File: src/rtl/ub_systolic_feeder.sv
// ----------------------------------------------------------------------------
// ub_systolic_feeder
//
// Read sequencer between the unified buffer and one edge (input rows or
// weight columns) of the 2x2 systolic array. A start pulse latches a base
// address, a row count M and a transpose flag. The block then issues M reads
// per lane. Lane 2 is issued one cycle behind lane 1, so the data reaches the
// array diagonally skewed.
//
// Element (row r, lane c) lives at:
//   row-major    (transpose=0): base + 2r + c
//   column-major (transpose=1): base + c*M + r
// All address sums wrap modulo 2^ADDR_WIDTH.
//
// Timing relative to the start edge (edge 0):
//   mem_rd_en_1    cycles 1..M      mem_rd_en_2    cycles 2..M+1
//   valid_1_out    cycles 3..M+2    valid_2_out    cycles 4..M+3
//   busy_out       cycles 1..M+3    done_out       cycle  M+4
//
// Ports:
//   clk, rst                  clock, synchronous active-low reset
//   start_in                  one-cycle request pulse (ignored unless idle)
//   transpose_in, addr_in,
//   loc_in                    request parameters, sampled with start_in
//   mem_rd_en_x/addr_x        unified buffer read strobes and addresses
//   mem_rd_data_x             read data, valid one cycle after the strobe
//   data_x_out/valid_x_out    skewed element lanes towards the array
//   busy_out, done_out        request status
// ----------------------------------------------------------------------------
module ub_systolic_feeder #(
    parameter int DATA_WIDTH = 16,
    parameter int ADDR_WIDTH = 6
) (
    input  logic                  clk,
    input  logic                  rst,
    input  logic                  start_in,
    input  logic                  transpose_in,
    input  logic [ADDR_WIDTH-1:0] addr_in,
    input  logic [ADDR_WIDTH-1:0] loc_in,
    output logic                  mem_rd_en_1,
    output logic [ADDR_WIDTH-1:0] mem_rd_addr_1,
    output logic                  mem_rd_en_2,
    output logic [ADDR_WIDTH-1:0] mem_rd_addr_2,
    input  logic [DATA_WIDTH-1:0] mem_rd_data_1,
    input  logic [DATA_WIDTH-1:0] mem_rd_data_2,
    output logic [DATA_WIDTH-1:0] data_1_out,
    output logic [DATA_WIDTH-1:0] data_2_out,
    output logic                  valid_1_out,
    output logic                  valid_2_out,
    output logic                  busy_out,
    output logic                  done_out
);

    localparam logic [1:0] S_IDLE  = 2'd0;
    localparam logic [1:0] S_ISSUE = 2'd1;
    localparam logic [1:0] S_DRAIN = 2'd2;
    localparam logic [1:0] S_DONE  = 2'd3;

    localparam logic [ADDR_WIDTH-1:0] ADDR_ZERO = '0;
    localparam logic [ADDR_WIDTH-1:0] ADDR_ONE  = ADDR_WIDTH'(1);

    // Control state
    logic [1:0]            state;
    logic [ADDR_WIDTH-1:0] cnt;        // ISSUE: step index 0..M, DRAIN: 0..1
    logic                  tr_q;
    logic [ADDR_WIDTH-1:0] base_q;
    logic [ADDR_WIDTH-1:0] m_q;

    // Next-cycle strobe/address values, registered onto the memory ports
    logic                  issue_1;
    logic                  issue_2;
    logic [ADDR_WIDTH-1:0] row_2;
    logic [ADDR_WIDTH-1:0] addr_1_next;
    logic [ADDR_WIDTH-1:0] addr_2_next;

    // Cycle in which the memory presents the read data for each lane
    logic                  rd_pend_1;
    logic                  rd_pend_2;

    // ------------------------------------------------------------------------
    // Sequencer
    // ------------------------------------------------------------------------
    // ISSUE lasts M+1 steps: lane 1 uses steps 0..M-1, lane 2 uses 1..M.
    // DRAIN covers two cycles, for the memory return and the output register.
    // All outputs are registered one cycle behind the state, so these steps
    // appear on the ports shifted one cycle later.
    // NOTE: sequential state uses non-blocking assignments so every register
    // samples pre-edge values regardless of statement order.
    always_ff @(posedge clk) begin
        if (!rst) begin
            state  <= S_IDLE;
            cnt    <= '0;
            tr_q   <= 1'b0;
            base_q <= '0;
            m_q    <= '0;
        end else begin
            case (state)
                S_IDLE: begin
                    if (start_in && (loc_in != ADDR_ZERO)) begin
                        tr_q   <= transpose_in;
                        base_q <= addr_in;
                        m_q    <= loc_in;
                        cnt    <= '0;
                        state  <= S_ISSUE;
                    end
                end
                S_ISSUE: begin
                    if (cnt == m_q) begin
                        cnt   <= '0;
                        state <= S_DRAIN;
                    end else begin
                        cnt <= cnt + ADDR_ONE;
                    end
                end
                S_DRAIN: begin
                    if (cnt == ADDR_ONE) begin
                        cnt   <= '0;
                        state <= S_DONE;
                    end else begin
                        cnt <= cnt + ADDR_ONE;
                    end
                end
                S_DONE: begin
                    state <= S_IDLE;
                end
                default: begin
                    state <= S_IDLE;
                end
            endcase
        end
    end

    // ------------------------------------------------------------------------
    // Address generation
    // ------------------------------------------------------------------------
    // NOTE: every signal assigned here gets a default first, so no path can
    // leave a value unassigned and infer a latch.
    always_comb begin
        issue_1     = 1'b0;
        issue_2     = 1'b0;
        row_2       = '0;
        addr_1_next = '0;
        addr_2_next = '0;

        if (state == S_ISSUE) begin
            issue_1 = (cnt < m_q);
            issue_2 = (cnt != ADDR_ZERO);
        end

        // Lane 2 trails lane 1 by one step.
        row_2 = cnt - ADDR_ONE;

        if (issue_1) begin
            if (tr_q) begin
                addr_1_next = base_q + cnt;
            end else begin
                addr_1_next = base_q + (cnt << 1);
            end
        end

        if (issue_2) begin
            if (tr_q) begin
                // The second column starts M elements after the first.
                addr_2_next = base_q + m_q + row_2;
            end else begin
                addr_2_next = base_q + (row_2 << 1) + ADDR_ONE;
            end
        end
    end

    // ------------------------------------------------------------------------
    // Registered memory strobes and status
    // ------------------------------------------------------------------------
    always_ff @(posedge clk) begin
        if (!rst) begin
            mem_rd_en_1   <= 1'b0;
            mem_rd_addr_1 <= '0;
            mem_rd_en_2   <= 1'b0;
            mem_rd_addr_2 <= '0;
            busy_out      <= 1'b0;
            done_out      <= 1'b0;
        end else begin
            mem_rd_en_1   <= issue_1;
            mem_rd_addr_1 <= addr_1_next;
            mem_rd_en_2   <= issue_2;
            mem_rd_addr_2 <= addr_2_next;
            busy_out      <= (state == S_ISSUE) || (state == S_DRAIN);
            done_out      <= (state == S_DONE);
        end
    end

    // ------------------------------------------------------------------------
    // Return pipeline: strobe -> memory data -> output register
    // ------------------------------------------------------------------------
    // NOTE: the data registers are reset along with the valids, because the
    // outputs must read as zero whenever they are not valid. Without that
    // reset, stale data could leak out after a mid-run reset.
    always_ff @(posedge clk) begin
        if (!rst) begin
            rd_pend_1   <= 1'b0;
            rd_pend_2   <= 1'b0;
            valid_1_out <= 1'b0;
            valid_2_out <= 1'b0;
            data_1_out  <= '0;
            data_2_out  <= '0;
        end else begin
            rd_pend_1   <= mem_rd_en_1;
            rd_pend_2   <= mem_rd_en_2;
            valid_1_out <= rd_pend_1;
            valid_2_out <= rd_pend_2;
            data_1_out  <= rd_pend_1 ? mem_rd_data_1 : '0;
            data_2_out  <= rd_pend_2 ? mem_rd_data_2 : '0;
        end
    end

endmodule
File: config.mk
export PLATFORM = sky130hd
export DESIGN_NAME = ub_systolic_feeder
export DESIGN_NICKNAME = d
export VERILOG_FILES = /design/src/rtl/ub_systolic_feeder.sv
export SDC_FILE = /design/constraint.sdc
export NUM_CORES = 1
export LEC_CHECK = 0
export CORE_MARGIN = 2
export CORE_UTILIZATION = 45
export DETAILED_ROUTE_END_ITERATION = 12
export PLACE_DENSITY_LB_ADDON = 0.15
export SETUP_SLACK_MARGIN = 0.3
export SYNTH_ARGS = -nofsm -noshare
export SYNTH_HDL_FRONTEND = slang
export SYNTH_SLANG_ARGS = --single-unit
export TNS_END_PERCENT = 100
File: constraint.sdc
create_clock -name clk -period 4.43 [get_ports clk]
set_clock_uncertainty 0.05 [all_clocks]
set_input_delay 0.443 -clock clk [delete_from_list [all_inputs] [get_ports clk]]
set_output_delay 0.443 -clock clk [all_outputs]
set_load 0.005 [all_outputs]
==> run summary <==
# diodes -> 0
CP Capture Type -> register
fmax -> 0.320 GHz
initial antenna violation count -> 0
status -> finished, final reports clean
final worst-path cycle share -> 70.5%
average routed wire per standard cell -> 14.6 um
IO Pins -> 98
post-synthesis async set-or-reset flop share -> 0%
commonest non-fill, non-tap cell in the layout -> clkdlybuf4s50_1
Synth cell types -> 49
Pins Over Slew Limit -> 0
metal3 WL -> 551 um
Layout Nets -> 557
Max FO, Critical Path -> 9
via/cell ratio -> 4.98
Residual DRC -> 0
total number of vias -> 2861
multiplexer area fraction after synthesis -> 2.23%
HP Class -> reg2reg
final setup fails -> 0
DRT Pass-1 Iters -> 4
DP Area -> 0.00462 mm^2
initial core utilization -> 46.5%
Pleak -> 2.10 nW
hold_buf cts -> 0
Post-synth EDFFs -> 0
Final ANT Viol Nets -> 0
Slew headroom -> 31.1%
post-synthesis xor/xnor area fraction -> 4.36%
Initial DRC Count -> 119
die span in y -> 93.3 um
clock sink count -> 73
ys flop type -> dfxtp_1
HPWL after DPL -> 6.25 mm
final instance area -> 0.00486 mm^2
clock-pin slew on the worst setup and hold paths -> 90 ps
clk root buf -> clkbuf_8
WHS -> 418 ps
worst-skew pair later-pin latency -> 360 ps
number of CTS-inserted buffers -> 9
Simple-Gate Fraction of Synth Area -> 19.3%
placed cells -> 559
crit path DAT -> 3380 ps
routed wl met2 -> 3.97 mm
Compound-Gate Fraction of Synth Area -> 12.2%
syn nets -> 463
layout cells sized above 1 -> 5.92%
largest net degree at the start of global routing -> 62
Max-Cap Viols -> 0
most frequent cells in the layout -> clkdlybuf4s50_1, dfxtp_1, and3_1
setup TNS -> 0 ps
WL met1 -> 3.69 mm
fin crit period -> 3120 ps
Crit path required time -> 4690 ps
Fill cells -> 674
vias in the first global route -> 2789
post-CTS sizing -> 0
startpoint types -> register
Max VDD drop -> 0.000280 V
Synth Area per Inst -> 9.60 um^2
Mapped Cells -> 374
sequential area share after synthesis -> 40.7%
P per Cell Area -> 411 mW/mm^2
core area -> 0.00773 mm^2
critical path class -> reg2reg
main combinational cell family by area after synthesis -> simple AND/OR/NAND/NOR gates
Die ar. -> 0.00871 mm^2
wirelength, routed -> 8.38 mm
H-tree depth -> 3
Longest Clk Path Bufs -> 2
Rows -> 32
Total GRT Usage -> 20.2%
Yosys Warn Count -> 0
I/O Buffers -> 97
Post-Syn Area -> 0.00359 mm^2
Max Used Layer -> met4
area delta synth->final -> 35.3%
post-CTS setup buffer count -> 0
RePlAce Congestion -> 0.895
RSZ-0062 raised after global routing -> no
die extent in x -> 93.3 um
CTS tree -> built
register bit total from synthesis -> 73
GRT overflow -> 0
final hold vios -> 0
adder-cell share of the synthesized area -> 16.2%
global-route wire length before repair -> 13.6 mm
Worst Tran Pin Value -> 1030 ps
Non-Filler Instances -> 575
## through the flow
step | setup slack, ps | util (%) | power (W)
final | 1310 | 62.9 | 0.00200
after detailed placement | 1330 | 59.8 | 0.00137
after global routing | 1060 | 62.9 | 0.00212
after floorplan | 1560 | - | 0.00118
after CTS | 1290 | 62.9 | 0.00201
after global placement | 1390 | 59.8 | 0.00135
## synthesized netlist by cell type (2+ instances only)
cell | n | share of area (%)
dfxtp_1 | 73 | 41
clkbuf_1 | 10 | 1.0
a21o_1 | 7 | 1.5
buf_6 | 2 | 0.63
o22ai_1 | 2 | 0.35
nor2b_1 | 17 | 3.0
nor2_1 | 17 | 1.8
and3_1 | 34 | 5.9
and2_1 | 5 | 0.87
nor3_1 | 6 | 0.84
a22o_1 | 5 | 1.2
a211oi_1 | 4 | 0.84
xor2_1 | 7 | 1.7
nand2_1 | 24 | 2.5
buf_2 | 2 | 0.28
o21ai_1 | 3 | 0.42
xnor2_1 | 9 | 2.2
ha_1 | 32 | 11
fa_1 | 9 | 5.0
a21oi_1 | 23 | 3.2
nor4_2 | 2 | 0.70
and2b_1 | 2 | 0.42
a21boi_0 | 4 | 0.84
and3_2 | 2 | 0.42
o21a_1 | 3 | 0.63
mux2i_1 | 8 | 2.2
o21ai_0 | 10 | 1.4
or2_2 | 2 | 0.35
nand3_1 | 5 | 0.70
inv_1 | 26 | 2.7
## layout make-up
class                   count  area, um^2  share of cell area, %
clock buffers              10         128                   2.63
repair buffers             98         978                   20.1
well taps                 102         128                   2.63
multi-input cells         259        1950                   40.1
flip-flops and latches     73        1460                   30.1
inverters                  27         101                   2.09
clock inverters             6         113                   2.32
## flip-flops by register name (all words and copies together) (netlist names)
name,flops
data_1_out,16
data_2_out,16
base_q,6
cnt,6
m_q,6
mem_rd_addr_1,6
mem_rd_addr_2,6
state,2
busy_out,1
done_out,1
mem_rd_en_1,1
mem_rd_en_2,1
rd_pend_1,1
rd_pend_2,1
tr_q,1
valid_1_out,1
valid_2_out,1
## per-layer routing
layer / track usage, % / vias up
met5: 0 / -
met4: 9.31 / 0
met3: 4.83 / 14
met2: 32.3 / 90
met1: 25.9 / 1298
li1: - / 1459
## power breakdown
part	total, W	internal, W	switching, W
logic	0.000605	0.000293	0.000312
registers	0.000750	0.000699	0.0000511
clock network	0.000643	0.000378	0.000265
## cell families after synthesis
kind of cell / count (synthesis)
muxes: 8
and+or+nand+nor: 125
adders and majority gates: 41
buffers and inverters: 42
DFF: 73
AOI/OAI and AO/OA: 68
xor gates and xnor gates: 17
## worst max-delay path, cell delays in order, from the launching register on
cell and delay (ps):
dfxtp_1 410, inv_1 280, ha_1 240, nor3b_1 350, xnor2_1 130, fa_1 490, inv_1 50, ha_1 320
o21a_1 130, or4_1 390, mux2i_1 130, a31o_1 100
## worst paths after layout
check	slack (ps)	from	endpoint	depth (start not counted)
hold reg to reg	420	mem_rd_en_2	rd_pend_2	1
setup reg to reg	1310	cnt[0]	mem_rd_addr_2[5]	11
setup / recovery	1310	cnt[0]	mem_rd_addr_2[5]	11
hold / removal	420	mem_rd_en_2	rd_pend_2	1
(Power assumes the default switching activity.)
